===== config.mk =====
export PLATFORM = sky130hd
export DESIGN_NAME = sample_sequencer
export DESIGN_NICKNAME = d
export VERILOG_FILES = /design/src/rtl/sample_sequencer.sv
export SDC_FILE = /design/constraint.sdc
export NUM_CORES = 1
export LEC_CHECK = 0
export ABC_AREA = 0
export BUFFER_PORTS_ARGS = -buffer_cell sky130_fd_sc_hd__buf_2
export CAP_MARGIN = 10
export CELL_PAD_IN_SITES_DETAIL_PLACEMENT = 0
export CELL_PAD_IN_SITES_GLOBAL_PLACEMENT = 1
export CORE_MARGIN = 2
export CORE_UTILIZATION = 40
export DETAILED_ROUTE_END_ITERATION = 10
export PLACE_DENSITY = 0.85
export SETUP_SLACK_MARGIN = 0.4
export SLEW_MARGIN = 20
export SYNTH_ARGS = -nofsm -noshare
export SYNTH_HDL_FRONTEND = slang
export SYNTH_SLANG_ARGS = --single-unit

===== constraint.sdc =====
create_clock -name clk -period 1.8 [get_ports clk]
set_input_delay 0.18 -clock clk [delete_from_list [all_inputs] [get_ports clk]]
set_output_delay 0.18 -clock clk [all_outputs]
set_load 0.02 [all_outputs]

===== src/rtl/sample_sequencer.sv =====
// SPI sample capture and filter/DAC/peak sequencing.
// Frames arrive on an asynchronous SPI link; each accepted frame drives one filter/DAC/peak pass.
`timescale 1ns/1ps
module sample_sequencer #(
   parameter int unsigned FRAME_BITS = 16,
   parameter int unsigned TIMEOUT    = 4000
) (
   input  logic        clk,
   input  logic        reset,
   input  logic        sck,
   input  logic        sdo,
   input  logic        filt_done,
   input  logic        dac_busy,
   output logic [9:0]  sample,
   output logic        filt_start,
   output logic        dac_start,
   output logic        peak_en,
   output logic        frame_err,
   output logic        overrun,
   output logic [15:0] frame_cnt
);

   localparam int unsigned CntW  = $clog2(FRAME_BITS);
   localparam int unsigned IdleW = $clog2(TIMEOUT + 1);

   localparam logic [CntW-1:0]  LastBit  = CntW'(FRAME_BITS - 1);
   localparam logic [IdleW-1:0] IdleLast = IdleW'(TIMEOUT - 1);

   localparam logic [1:0] IDLE     = 2'd0;
   localparam logic [1:0] FILTER   = 2'd1;
   localparam logic [1:0] WAIT_DAC = 2'd2;
   localparam logic [1:0] PEAK     = 2'd3;

   logic sck_meta_q, sck_sync_q, sck_prev_q;
   logic sdo_meta_q, sdo_sync_q;

   logic [FRAME_BITS-1:0] shift_q, shift_d;
   logic [FRAME_BITS-1:0] frame_word;
   logic [CntW-1:0]       bit_cnt_q, bit_cnt_d;
   logic [IdleW-1:0]      idle_q, idle_d;

   logic sck_rise;
   logic frame_done;
   logic timeout;

   logic [1:0]  state_q, state_d;
   logic [9:0]  sample_q, sample_d;
   logic        filt_start_q, filt_start_d;
   logic        dac_start_q, dac_start_d;
   logic        peak_en_q, peak_en_d;
   logic        frame_err_q;
   logic        overrun_q, overrun_d;
   logic [15:0] frame_cnt_q, frame_cnt_d;

   logic unused_msb;
   assign unused_msb = shift_q[FRAME_BITS-1];

   always_ff @(posedge clk) begin
      if (reset) begin
         sck_meta_q <= 1'b0;
         sck_sync_q <= 1'b0;
         sck_prev_q <= 1'b0;
         sdo_meta_q <= 1'b0;
         sdo_sync_q <= 1'b0;
      end else begin
         sck_meta_q <= sck;
         sck_sync_q <= sck_meta_q;
         sck_prev_q <= sck_sync_q;
         sdo_meta_q <= sdo;
         sdo_sync_q <= sdo_meta_q;
      end
   end

   assign sck_rise   = sck_sync_q & ~sck_prev_q;
   assign frame_word = {shift_q[FRAME_BITS-2:0], sdo_sync_q};
   assign frame_done = sck_rise && (bit_cnt_q == LastBit);
   // An edge in the same cycle always wins over the idle timeout.
   assign timeout    = !sck_rise && (bit_cnt_q != '0) && (idle_q == IdleLast);

   always_comb begin
      shift_d   = shift_q;
      bit_cnt_d = bit_cnt_q;
      idle_d    = idle_q;
      if (sck_rise) begin
         shift_d   = frame_word;
         idle_d    = '0;
         bit_cnt_d = frame_done ? '0 : bit_cnt_q + CntW'(1);
      end else if (bit_cnt_q != '0) begin
         if (timeout) begin
            shift_d   = '0;
            bit_cnt_d = '0;
            idle_d    = '0;
         end else begin
            idle_d = idle_q + IdleW'(1);
         end
      end else begin
         idle_d = '0;
      end
   end

   always_comb begin
      state_d      = state_q;
      sample_d     = sample_q;
      filt_start_d = 1'b0;
      dac_start_d  = 1'b0;
      peak_en_d    = 1'b0;
      overrun_d    = overrun_q;
      if (frame_done && (state_q != IDLE)) begin
         overrun_d = 1'b1;
      end
      case (state_q)
         IDLE: begin
            if (frame_done) begin
               sample_d     = frame_word[9:0];
               filt_start_d = 1'b1;
               state_d      = FILTER;
            end
         end
         FILTER: begin
            // filt_done is ignored during the filt_start cycle itself.
            if (filt_done && !filt_start_q) begin
               if (dac_busy) begin
                  state_d = WAIT_DAC;
               end else begin
                  dac_start_d = 1'b1;
                  state_d     = PEAK;
               end
            end
         end
         WAIT_DAC: begin
            if (!dac_busy) begin
               dac_start_d = 1'b1;
               state_d     = PEAK;
            end
         end
         PEAK: begin
            peak_en_d = 1'b1;
            state_d   = IDLE;
         end
         default: state_d = IDLE;
      endcase
   end

   assign frame_cnt_d = (state_q == PEAK) ? frame_cnt_q + 16'd1 : frame_cnt_q;

   always_ff @(posedge clk) begin
      if (reset) begin
         shift_q      <= '0;
         bit_cnt_q    <= '0;
         idle_q       <= '0;
         state_q      <= IDLE;
         sample_q     <= '0;
         filt_start_q <= 1'b0;
         dac_start_q  <= 1'b0;
         peak_en_q    <= 1'b0;
         frame_err_q  <= 1'b0;
         overrun_q    <= 1'b0;
         frame_cnt_q  <= '0;
      end else begin
         shift_q      <= shift_d;
         bit_cnt_q    <= bit_cnt_d;
         idle_q       <= idle_d;
         state_q      <= state_d;
         sample_q     <= sample_d;
         filt_start_q <= filt_start_d;
         dac_start_q  <= dac_start_d;
         peak_en_q    <= peak_en_d;
         frame_err_q  <= timeout;
         overrun_q    <= overrun_d;
         frame_cnt_q  <= frame_cnt_d;
      end
   end

   assign sample     = sample_q;
   assign filt_start = filt_start_q;
   assign dac_start  = dac_start_q;
   assign peak_en    = peak_en_q;
   assign frame_err  = frame_err_q;
   assign overrun    = overrun_q;
   assign frame_cnt  = frame_cnt_q;

endmodule

# Word level (Yosys, flattened, before mapping)
# Index checks and enable logic that the tools add are counted.
[op_classes]
muxes = 17
n_reduce_logical = 17
addsub = 3
n_eq_ne = 8
n_bitwise = 4
[ops]
columns = ["cell", "count"]
rows = [
  ["$mux 9", 3],
  ["$add 16x1->16 const B", 1],
  ["$mux 4", 4],
  ["$add 12x1->12 const B", 1],
  ["$eq 12x12->1 const B", 1],
  ["$pmux 2 s4", 1],
  ["$mux 2", 3],
  ["$ne 2x2->1 const B", 3],
  ["$reduce_bool 2->1", 3],
  ["$logic_and 1x1->1", 5],
  ["$mux 1", 5],
  ["$add 4x1->4 const B", 1],
  ["$eq 2x2->1 const B", 2],
  ["$eq 4x4->1 const B", 1],
  ["$reduce_and 2->1", 2],
  ["$reduce_bool 4->1", 1],
  ["$reduce_or 4->1", 1],
  ["$not 1->1", 3],
  ["$reduce_and 3->1", 1],
  ["$eq 2x1->1 const B", 1],
  ["$logic_not 1->1", 2],
  ["$logic_not 2->1", 1],
  ["$pmux 1 s2", 1],
  ["$reduce_or 2->1", 1],
  ["$and 1x1->1", 1],
]
[totals]
ff_bits = 63
output_inout_bits = 31
input_bits = 6
elab_cells = 65

# Logic depth before layout (Yosys ltp)
# Gate-level depths: netlist (run 1).
[depth]
word_depth = 8
ltp_mapped = 6
ltp_nobuf = 5

# Least setup slack after synthesis (run 1)
# OpenSTA, ideal clock, no wires.
[synth_path]
path_type = "reg2reg"
from = "register state_q[1]"
to = "register frame_cnt_q[15], in the netlist frame_cnt[15]"
required_ns = 1.679
setup_slack_ns = 0.159
n_path_buf = 1
stages_incl_launch_ff = 7
synth_period_minus_slack_ns = 1.641
t_arrival_ns = 1.520
setup_time_ns = 0.121
cell_sequence = "dfxtp_1 -> ha_1 -> buf_2 -> nand4_2 -> nor3_1 -> nand3_1 -> mux2_2"
[synth_via]
elab_chain_len = 1
[synth_rtl]
columns = ["element", "line", "rtl"]
rows = [
  ["start, declared", "46", "logic [1:0] state_q, state_d;"],
  ["start signal, assigned", "163", "state_q <= state_d;"],
  ["$eq 2x2->1", "144", "assign frame_cnt_d = (state_q == PEAK) ? frame_cnt_q + 16'd1 : frame_cnt_q;"],
  ["end signal, assigned", "170", "frame_cnt_q <= frame_cnt_d;"],
  ["end, declared", "53", "logic [15:0] frame_cnt_q, frame_cnt_d;"],
]
# Every way passes these cells.
# A chain may end at the register's enable or synchronous reset.

# Worst setup path after layout (run 1)
[layout_path]
from = "register state_q[0]"
to = "register frame_cnt_q[14], in the netlist frame_cnt[14]"
# The elaborated chain is that of the path after synthesis.

==> summary.md, run 1 <==
| Metric | Value |
|---|---|
| Critical-path top delay cell | dfxtp_4 |
| Final worst path period share | between 70% and 80% |
| First-pass GRT wire length | 8960 µm |
| Status | finished clean |
| Antenna cell count | 0 |
| Fin crit period | 1.43 ns |
| Vias in the first global route | between 2000 and 2500 |
| Worst clock skew | approximately 0.0079 ns |
| Synth Area in Simple Gates | 22.3% |
| Synth Area in Compound Gates | 8.30% |
| XOR/XNOR Fraction of Synth Area | just over 7% |
| Final Hold Vio Count | 0 |
| HP Class | in2reg |
| PortBufs | 36 |
| Die width | ~84 µm |
| DR WL/cell | 13.1 µm |
| CP arrival | approximately 1.7 ns |
| Layout Utilization | a little under three fifths |
| Req. time, crit path | roughly 2.1 ns |
| Cell area power density | between 700 and 800 mW/mm² |
| Syn Std Cell Area | about 0.0025 mm² |
| Worst setup SP type | register |
| Layout cells sized above 1 | between 30% and 40% |
| Max transition margin | between 70% and 80% |
| Layout fillers | between 500 and 600 |
| R2R depth | 5 |
| Most frequent CP cell | or3_1 |
| Sinks on Clock Net | 63 |
| 1st-iter DRT viols | 88 |
| RSZ-0062 raised after global routing | true |
| Leak | 0.00144 µW |
| Met2 Use GR | ~25% |
| Delay-heaviest family, CP | simple AND/OR/NAND/NOR gates |
| Kind of critical path | reg2reg |
| Largest net degree at the start of global routing | between 40 and 50 |
| DP HPWL | 3360 µm |
| FF+latch area | around 0.0013 mm² |
| Flip-flop and latch count after synthesis | 63 |
| H-tree Lvls | 3 |
| Num CTS Buffers | 9 |
| Critical path endpoint category | register |
| FP Rows | 29 |
| Count of cell types in the netlist | 38 |
| Synth-to-Final Area Change | 35.9% |
| Reg2reg setup slack | 0.37 ns |
| Hold_buf cts | 0 |
| Layer with the highest usage | met2 |
| Fin nets | 339 |
| M1 GR Usage | just over 20% |
| Top Ports | 37 |
| Worst Hold Depth | 2 |
| GRT Total Usage | between 10% and 20% |
| Ys Warns | 0 |
| Peak per-stage delay on the critical path | 0.37 ns |
| CP Capture Point | frame_cnt[14] |
| Clock-pin slew on the worst setup and hold paths | 0.07 ns |
| Starting Density | approximately two fifths |
| Clk buf depth | 2 |
| Buf/Inv on CP | 0 |
| Cell count along the critical path | 5 |
| Total core area | about 0.0062 mm² |
| Met3 GRT Util | under 10% |
| Worst-Skew Late Latency | 0.33 ns |
| Largest family of logic cells by synthesized area | simple AND/OR/NAND/NOR gates |
| Syn_nets | 280 |
| Vias per cell | ~5 |
| Die height | 83.8 µm |
| Clock root cell | clkbuf_8 |
| Fmax | about 0.7 GHz |
| Crit Path Max Fanout | 5 |
| R2r startpoint | state_q[0] |
| Final WS setup | ~0.37 ns |
| Grt ovf | 0 |
| Max Slew Vio Count | 0 |
| ANT nets after route | 0 |
| Final setup viols | 0 |
| Antenna violations before repair | 0 |
| DRC viols | 0 |
| Worst reg2reg path endpoint | frame_cnt[14] |
| DP Cell Count | roughly 370 |
| Worst vdd ir | about 0.46 mV |
| DRT Pass-1 Iters | 4 |
| Post-route insts no fill | just over 400 |
| Multi-input gate area | between 0.001 and 0.0015 mm² |
| CP Cell Sequence | ha_4 > nand3_4 > or3_1 > or3_1 > a21oi_1 |
| Sequential fraction of the synthesis area | approximately 50% |
| Setup WS pre-CTS | 0.0548 ns |
| Routability cong. | ~0.78 |
| CTS tree | done |
| Post-synthesis mux area share | between 5 and 6% |
| Synth Instances | roughly 270 |
| Post-Route WL | between 5000 and 6000 µm |
| Worst Tran Pin Value | ~0.41 ns |
| Critical Path Start | state_q[0] |
| Area of the die | 0.00702 mm² |
| TNS Setup | 0 ns |
| Via Count | around 2000 |
| Syn Area/Cell | 9.61 µm² |
| Adder-cell share of the synthesized area | 4.42% |
| Max cap viols | 0 |
## worst register-to-register path, stage by stage (launching register included)
cell and delay [ns]:
dfxtp_4 0.37, ha_4 0.18, nand3_4 0.07, or3_1 0.32, or3_1 0.31, a21oi_1 0.12
## cell usage in the layout, fill, tap and decap left out, drive strengths merged
cell,count
nand4,7
a32o,1
inv,11
a22o,10
o41ai,1
nand2,10
nor3b,1
nor2,42
nor2b,8
nor4,4
nor3,5
nand2b,3
clkbuf,11
xnor2,8
a21o,1
a211oi,2
clkinvlp,2
xor2,13
clkinv,2
and4,3
a21boi,2
a31oi,1
ha,9
or3,4
nand3,13
mux2,1
buf,55
and3,6
o21ai,7
and2,2
bufinv,1
a41oi,1
or2,1
dfxtp,63
a21oi,5
mux2i,12
and4bb,1
## repair_timing
| action | in CTS | in global routing |
|---|---|---|
| gates resized for setup | 22 | 27 |
| pin swaps | 5 | 10 |
| cloned | 2 | 1 |
| endpoints found under the setup margin | 36 | 41 |
| setup buffers | 10 | 4 |
## synthesized netlist by cell type, drive strengths merged
| cell | count | area [µm²] |
|---|---|---|
| a211oi | 2 | 15.0 |
| a21boi | 1 | 7.51 |
| a21o | 1 | 7.51 |
| a21oi | 5 | 25.0 |
| a22o | 10 | 87.6 |
| a31oi | 1 | 6.26 |
| a32o | 1 | 10.0 |
| a41oi | 1 | 8.76 |
| and2 | 2 | 12.5 |
| and3 | 6 | 37.5 |
| and4 | 3 | 26.3 |
| and4bb | 1 | 12.5 |
| buf | 4 | 18.8 |
| clkbuf | 5 | 18.8 |
| dfxtp | 63 | 1260 |
| ha | 9 | 113 |
| inv | 11 | 41.3 |
| mux2 | 1 | 11.3 |
| mux2i | 12 | 120 |
| nand2 | 10 | 37.5 |
| nand2b | 3 | 18.8 |
| nand3 | 12 | 60.1 |
| nand4 | 7 | 65.1 |
| nor2 | 42 | 158 |
| nor2b | 8 | 50.1 |
| nor3 | 5 | 25.0 |
| nor3b | 1 | 7.51 |
| nor4 | 4 | 25.0 |
| o21ai | 7 | 35.0 |
| o41ai | 1 | 8.76 |
| or2 | 1 | 6.26 |
| or3 | 4 | 26.3 |
| xnor2 | 8 | 70.1 |
| xor2 | 13 | 114 |
## flip-flops by register name, summed over array words and instances (netlist names), 2 cells and up
| register | count |
|---|---|
| sample | 10 |
| state_q | 2 |
| idle_q | 12 |
| bit_cnt_q | 4 |
| frame_cnt | 16 |
| shift_q | 9 |
## layer usage
metal / vias to the layer above / part of all wire [%] / routed length [µm]
met3: 8 / 2.6 / 137
met2: 32 / 47 / 2480
met4: 0 / 1.6 / 84
met5: - / 0 / 0
li1: 1035 / - / -
met1: 953 / 49 / 2610
## final cells by class
cell class / count / area share [%]
sequential: 63 / 37.6
timing repair buffer: 55 / 9.90
clock buffer: 11 / 4.41
multi-input combinational: 184 / 42.4
tap: 77 / 2.78
inverter: 11 / 1.26
clock inverter: 5 / 1.59
## stage by stage
| step | instance area (µm²) | total power [µW] | hold slack [ns] |
|---|---|---|---|
| 2_1_floorplan | 2650 | 1470 | 0.259 |
| 3_3_place_gp | 2900 | 1490 | 0.392 |
| 3_5_place_dp | 2900 | 1490 | 0.394 |
| 4_1_cts | 3310 | 2740 | 0.0451 |
| 5_1_grt | 3460 | 2810 | 0.0508 |
| 6_report | 3460 | 2720 | 0.0503 |
## power breakdown
group	internal, µW	total, µW	switching (µW)
Sequential	1390	1390	5.71
Combinational	25.3	69.3	43.9
Clock	719	1250	533
Total	2130	2720	583
## worst min path at each step
stage	start	end	slack [ns]
global placement	dac_busy	dac_start	0.39
CTS	dac_busy	dac_start	0.05
global route	dac_busy	dac_start	0.05
detailed placement	dac_busy	dac_start	0.39
finish	dac_busy	dac_start	0.05
floorplan	dac_busy	dac_start	0.26
## logic make-up after synthesis
group / count (synthesis)
buf+inv: 20
simple gates: 109
mux: 13
fa+ha+maj: 9
compound gates: 30
flops: 63
xor+xnor: 21
No activity file was read; power rests on OpenSTA's default activity.
==> run 2, diff against run 1 <==
--- a/config.mk
+++ b/config.mk
@@ -5,7 +5,7 @@
 export SDC_FILE = /design/constraint.sdc
 export NUM_CORES = 1
 export LEC_CHECK = 0
-export ABC_AREA = 0
+export ABC_AREA = 1
 export BUFFER_PORTS_ARGS = -buffer_cell sky130_fd_sc_hd__buf_2
 export CAP_MARGIN = 10
 export CELL_PAD_IN_SITES_DETAIL_PLACEMENT = 0
@@ -13,7 +13,7 @@
 export CORE_MARGIN = 2
 export CORE_UTILIZATION = 40
 export DETAILED_ROUTE_END_ITERATION = 10
-export PLACE_DENSITY = 0.85
+export PLACE_DENSITY = 0.87
 export SETUP_SLACK_MARGIN = 0.4
 export SLEW_MARGIN = 20
 export SYNTH_ARGS = -nofsm -noshare
==> constraint.sdc (replaced) <==
create_clock -name clk -period 1.4 [get_ports clk]
set_input_delay 0.14 -clock clk [delete_from_list [all_inputs] [get_ports clk]]
set_output_delay 0.14 -clock clk [all_outputs]
set_load 0.02 [all_outputs]
==> summary.md, run 2 <==
| Metric | Value |
|---|---|
| Antenna violations before repair | 0 |
| Setup WS pre-CTS | about 0.085 ns |
| Clk buf depth | 2 |
| DRC viols | 0 |
| Most frequent CP cell | nand2_2 |
| Final WS setup | 0.0688 ns |
| Sinks on Clock Net | between 60 and 70 |
| Ys Warns | 0 |
| Post-synth EDFFs | 0 |
| Fmax | approximately 0.75 GHz |
| Cell area power density | 997 mW/mm² |
| Most frequent cells in the layout | nand2_1 (60), buf_4 (48), dfxtp_1 (36) |
| Starting Density | roughly 40% |
| Dominant cell by count in the synthesized netlist | nand2_1 |
| Fin crit period | 1.33 ns |
| Sequential fraction of the synthesis area | between 40% and 50% |
| DP Cell Count | approximately 500 |
| Clock root cell | clkbuf_8 |
| Routability cong. | 0.758 |
| Synth Instances | about 370 |
| Total design power | between 4000 and 5000 µW |
| ANT nets after route | 0 |
| Critical path endpoint category | register |
| Leak | around 0.0016 µW |
| Yosys top cell by area | dfxtp_1 |
| Syn_nets | about 380 |
| Vias in the first global route | 2295 |
| Multi-input gate area | around 0.0017 mm² |
| Synth async-reset ratio | 0% |
| Post-route insts no fill | 550 |
| Synth-to-Final Area Change | 49.6% |
| Worst setup SP type | register |
| Post-Route WL | 7260 µm |
| Layout fillers | 619 |
| Syn Std Cell Area | ~0.0029 mm² |
| Status | finished clean |
| Worst-Skew Late Latency | 0.34 ns |
| Peak per-stage delay on the critical path | 0.38 ns |
| CP arrival | 1.56 ns |
| Flip-flop and latch count after synthesis | 63 |
| CTS tree | done |
| Worst vdd ir | 0.545 mV |
| Die height | 89.2 µm |
| Max transition margin | about three quarters |
| FP Rows | 31 |
| CP Cell Sequence | ha_4 > nand2_2 > nor2_2 > nand2_2 > nand2_2 > nand2_2 > o21ai_1 > a21oi_1 |
| Kind of critical path | reg2reg |
| Syn Area/Cell | 7.91 µm² |
| Via Count | ~2600 |
| Grt ovf | 0 |
| Post-synth top cells | nand2_1 (70), dfxtp_1 (63), inv_1 (41) |
| Worst Tran Pin Value | 0.365 ns |
| Final setup viols | 0 |
| Largest net degree at the start of global routing | 31 |
| DR WL/cell | 13.2 µm |
| Req. time, crit path | between 1.5 and 2 ns |
| Clock-pin slew on the worst setup and hold paths | about 0.07 ns |
| Max FFs per register | 16 |
| Max cap viols | 0 |
| Total core area | a little over 0.007 mm² |
| Layout cells sized above 1 | between 50% and 60% |
| Num CTS Buffers | 9 |
| Top Ports | 37 |
| TNS Setup | 0 ns |
| PortBufs | 36 |
| H-tree Lvls | 3 |
| GRT Total Usage | 17.5% |
| 1st-iter DRT viols | 85 |
| Die width | approximately 90 µm |
| Commonest non-fill, non-tap cell in the layout | nand2_1 |
| Final worst path period share | roughly 95% |
| RSZ-0062 raised after global routing | true |
| Antenna cell count | 0 |
| Layout Utilization | between 60% and 70% |
| Top cell type's share of synthesized area | between 40% and 50% |
| Worst clock skew | between 0.006 and 0.007 ns |
| Largest cells by area after synthesis | dfxtp_1 (43%), nand2_1 (9.1%), a21oi_1 (5.9%) |
| Ys flop type | dfxtp_1 |
| FF+latch area | between 0.001 and 0.0015 mm² |
| Final Hold Vio Count | 0 |
| DRT Pass-1 Iters | 4 |
| Max Slew Vio Count | 0 |
| Critical-path top delay cell | dfxtp_4 |
| Fin nets | roughly 460 |
| Crit Path Max Fanout | 4 |
| Count of cell types in the netlist | 32 |
| First-pass GRT wire length | around 11000 µm |
| Vias per cell | between 4 and 5 |
| DP HPWL | between 4000 and 5000 µm |
| Area of the die | 0.00795 mm² |
| HP Class | in2reg |
==> run 2: changes by cell type after synthesis, sizes merged, moves of 5 or more <==
cell and delta:
nand2 +64, a22o -10, nor2 +8, mux2i -12, nand3 +31, a21oi +30, inv +33, and3 -6
xor2 -5, nor2b -8
==> run 2: what timing repair did <==
action | CTS | global route
gates cloned | 0 | 0
endpoints found under the setup margin | 70 | 83
endpoints found under the hold margin | 1 | 0
buffers inserted | 24 | 13
gates resized for setup | 85 | 57
hold buffers | 1 | 0
pin swaps | 25 | 10
==> run 2: routing by layer <==
layer	GRT usage (%)	part of all wire (%)	vias up
li1	-	-	1329
met1	22.6	44	1248
met2	27.5	50	50
met3	4.62	3.7	14
met4	7.33	2.1	0
met5	0	0	-
==> run 2: critical path, delay by kind of cell, from the launching register on <==
| family | cells | cell delay, ns |
|---|---|---|
| AND/OR/NAND/NOR | 5 | 0.45 |
| flip-flops | 1 | 0.38 |
| AO/OA/AOI/OAI | 2 | 0.25 |
| adder cells (fa/ha/maj) | 1 | 0.13 |
==> run 2: path summary, 6_finish.rpt <==
kind	endpoint	slack, ns	start	cells after the start
worst max register to register	state_q[1]	0.07	bit_cnt_q[1]	8
worst max-delay path	state_q[1]	0.07	bit_cnt_q[1]	8
worst min-delay path	sdo_meta_q	0.01	sdo	3
worst min register to register	sck_sync_q	0.40	sck_meta_q	2
==> run 2: cell families (layout without fill, tap and decap cells) <==
| group | after synthesis | after routing | share of synthesized area (%) |
|---|---|---|---|
| simple gates | 179 | 179 | 31.5 |
| flops | 63 | 63 | 43.4 |
| buf+inv | 58 | 142 | 8.97 |
| compound gates | 46 | 46 | 8.58 |
| xor+xnor | 12 | 12 | 3.62 |
| fa+ha+maj | 9 | 9 | 3.88 |
==> run 2: layout make-up <==
| cell class | instances | share of cell area, % |
|---|---|---|
| multi-input combinational | 246 | 40.1 |
| sequential | 63 | 30.7 |
| timing repair buffer | 83 | 16.8 |
| clock buffer | 13 | 4.15 |
| inverter | 44 | 3.98 |
| tap | 99 | 2.85 |
| clock inverter | 2 | 1.38 |
==> run 2: power breakdown <==
| part | leakage (µW) | switching (µW) | internal, µW |
|---|---|---|---|
| logic | 0.000986 | 330 | 251 |
| clock network | 0.000121 | 682 | 1200 |
| registers | 0.000527 | 51.7 | 1820 |
| total | 0.00163 | 1060 | 3270 |
==> run 2: per-stage QoR <==
| stage | area [µm²] | hold slack [ns] |
|---|---|---|
| 2_1_floorplan | 3050 | 0.247 |
| 3_3_place_gp | 3320 | 0.353 |
| 3_5_place_dp | 3320 | 0.354 |
| 4_1_cts | 4030 | 0.00532 |
| 5_1_grt | 4340 | 0.0280 |
| 6_report | 4340 | 0.0146 |
==> run 3, diff against run 2 <==
--- a/config.mk
+++ b/config.mk
@@ -13,6 +13,7 @@
 export CORE_MARGIN = 2
 export CORE_UTILIZATION = 40
 export DETAILED_ROUTE_END_ITERATION = 10
+export HOLD_SLACK_MARGIN = 0.1
 export PLACE_DENSITY = 0.87
 export SETUP_SLACK_MARGIN = 0.4
 export SLEW_MARGIN = 20
==> summary.md, run 3 (synthesis gave the netlist of run 2 again) <==
| Metric | Value |
|---|---|
| Status | finished clean |
| DP HPWL | ~4000 µm |
| Largest net degree at the start of global routing | 31 |
| Total core area | 0.00714 mm² |
| Starting Density | between 40% and 50% |
| Worst setup SP type | register |
| Critical path endpoint category | register |
| GRT Total Usage | 17.5% |
| Cell area power density | ~1000 mW/mm² |
| Antenna cell count | 0 |
| NetSw | 1050 µW |
| Layout cells sized above 1 | about half |
| Critical-path top delay cell | dfxtp_4 |
| HP Class | in2reg |
| Routability cong. | ~0.76 |
| RSZ-0062 raised after global routing | true |
| Final setup viols | 0 |
| 1st-iter DRT viols | 90 |
| PortBufs | 36 |
| Clock root cell | clkbuf_8 |
| Net Sw Frac | roughly a quarter |
| Buf/Inv on CP | 0 |
| DP Cell Count | approximately 500 |
| TNS Setup | 0 ns |
| Setup WS pre-CTS | 0.0850 ns |
| Max cap viols | 0 |
| Worst Tran Pin Value | approximately 0.37 ns |
| Worst vdd ir | 0.542 mV |
| First-pass GRT wire length | 10700 µm |
| Post-route insts no fill | 550 |
| Top Ports | 37 |
| Final worst path period share | about 94% |
| Commonest non-fill, non-tap cell in the layout | nand2_1 |
| DR WL/cell | about 13 µm |
| Peak per-stage delay on the critical path | 0.39 ns |
| ANT nets after route | 0 |
| Leak | ~0.0016 µW |
| CTS tree | done |
| Kind of critical path | reg2reg |
| Synth-to-Final Area Change | 49.5% |
| Req. time, crit path | between 1.5 and 2 ns |
| Cell-internal power | 3270 µW |
| DRC viols | 0 |
| Fin crit period | around 1.3 ns |
| FP Rows | 31 |
| CP arrival | about 1.6 ns |
| Antenna violations before repair | 0 |
| Post-Route WL | approximately 7000 µm |
| Worst clock skew | ~0.0096 ns |
| Most frequent cells in the layout | nand2_1 (60), buf_4 (47), dfxtp_1 (36) |
| Vias per cell | between 4 and 5 |
| Reg2reg setup slack | 0.09 ns |
| CP Cell Sequence | ha_4 > nand2_2 > nor2_2 > nand2_2 > nor2_4 > nand3_1 > nand2_1 > nand2_1 > nor2_2 |
| Crit Path Max Fanout | 6 |
| Clock power frac | approximately 44% |
| Fin nets | 462 |
| Worst-Skew Late Latency | ~0.34 ns |
| Vias in the first global route | about 2300 |
| Sequential power share | between 40% and 50% |
| H-tree Lvls | 3 |
| Num CTS Buffers | 9 |
| Delay-heaviest family, CP | simple AND/OR/NAND/NOR gates |
| Comb pwr share | between 10% and 20% |
| Final WS setup | between 0.08 and 0.09 ns |
| Clk buf depth | 2 |
| Grt ovf | 0 |
| Fmax | roughly 0.76 GHz |
| Max transition margin | between 70 and 80% |
| Die width | ~90 µm |
| Area of the die | a little under 0.008 mm² |
| DRT Pass-1 Iters | 4 |
| Max FFs per register | 16 |
| Die height | around 90 µm |
| Via Count | 2653 |
| Sinks on Clock Net | between 60 and 70 |
| Final Hold Vio Count | 0 |
| Clock-pin slew on the worst setup and hold paths | ~0.070 ns |
| Max Slew Vio Count | 0 |
## run 3: changes by cell type in the layout (fill, tap and decap cells not counted), sizes merged
cell	change
buf	-3
dlygate4sd3	+3
## run 3: power by group through the flow
| stage | clock (µW) | sequential (µW) | combinational [µW] |
|---|---|---|---|
| 6_report | 1880 | 1870 | 575 |
| 3_5_place_dp | 0 | 1910 | 334 |
| 3_3_place_gp | 0 | 1910 | 323 |
| 2_1_floorplan | 0 | 1920 | 247 |
| 5_1_grt | 2010 | 1870 | 620 |
| 4_1_cts | 1910 | 1870 | 507 |
## run 3: worst paths after layout
check	start	end	cells past startpoint
worst max-delay path	state_q[1]	frame_cnt[14]	9
worst max register to register	state_q[1]	frame_cnt[14]	9
worst min register to register	sck_meta_q	sck_sync_q	2
worst min-delay path	reset	frame_cnt[3]	3
## run 3: cell type report
type	instances	area (µm²)
clock inverter	2	60.1
clock buffer	13	180
tap	99	124
multi-input combinational	246	1740
fill	613	2800
timing repair buffer	83	731
sequential	63	1330
inverter	44	173
## run 3: metal layers
| layer | part of all wire, % | routed length [µm] | global-route usage, % | vias to the layer above |
|---|---|---|---|---|
| li1 | - | - | - | 1332 |
| met5 | 0 | 0 | 0 | - |
| met4 | 1.9 | 130 | 7.33 | 0 |
| met1 | 44 | 3120 | 22.5 | 1256 |
| met3 | 4.0 | 278 | 4.62 | 14 |
| met2 | 50 | 3480 | 27.9 | 51 |
## run 3: per-stage QoR
step / hold slack, ns / area [µm²] / total power [µW] / utilization (%)
after global placement: 0.353 / 3320 / 2230 / 46.5
final: 0.195 / 4340 / 4320 / 60.8
after floorplan: 0.247 / 3050 / 2160 / -
after CTS: 0.177 / 4060 / 4290 / 56.8
after detailed placement: 0.354 / 3320 / 2240 / 46.5
after global routing: 0.194 / 4340 / 4510 / 60.8
## run 3: timing repair
action | 4_1_cts | 5_1_grt
hold endpoints to repair | 3 | 0
hold buffers | 4 | 0
setup buffers | 24 | 10
endpoints found under the setup margin | 70 | 83
pin swaps | 25 | 11
gates resized for setup | 85 | 54
## run 3: worst min-delay path, stage by stage
cell and delay, ns:
buf_2 0.11, buf_4 0.21, nor2_1 0.05
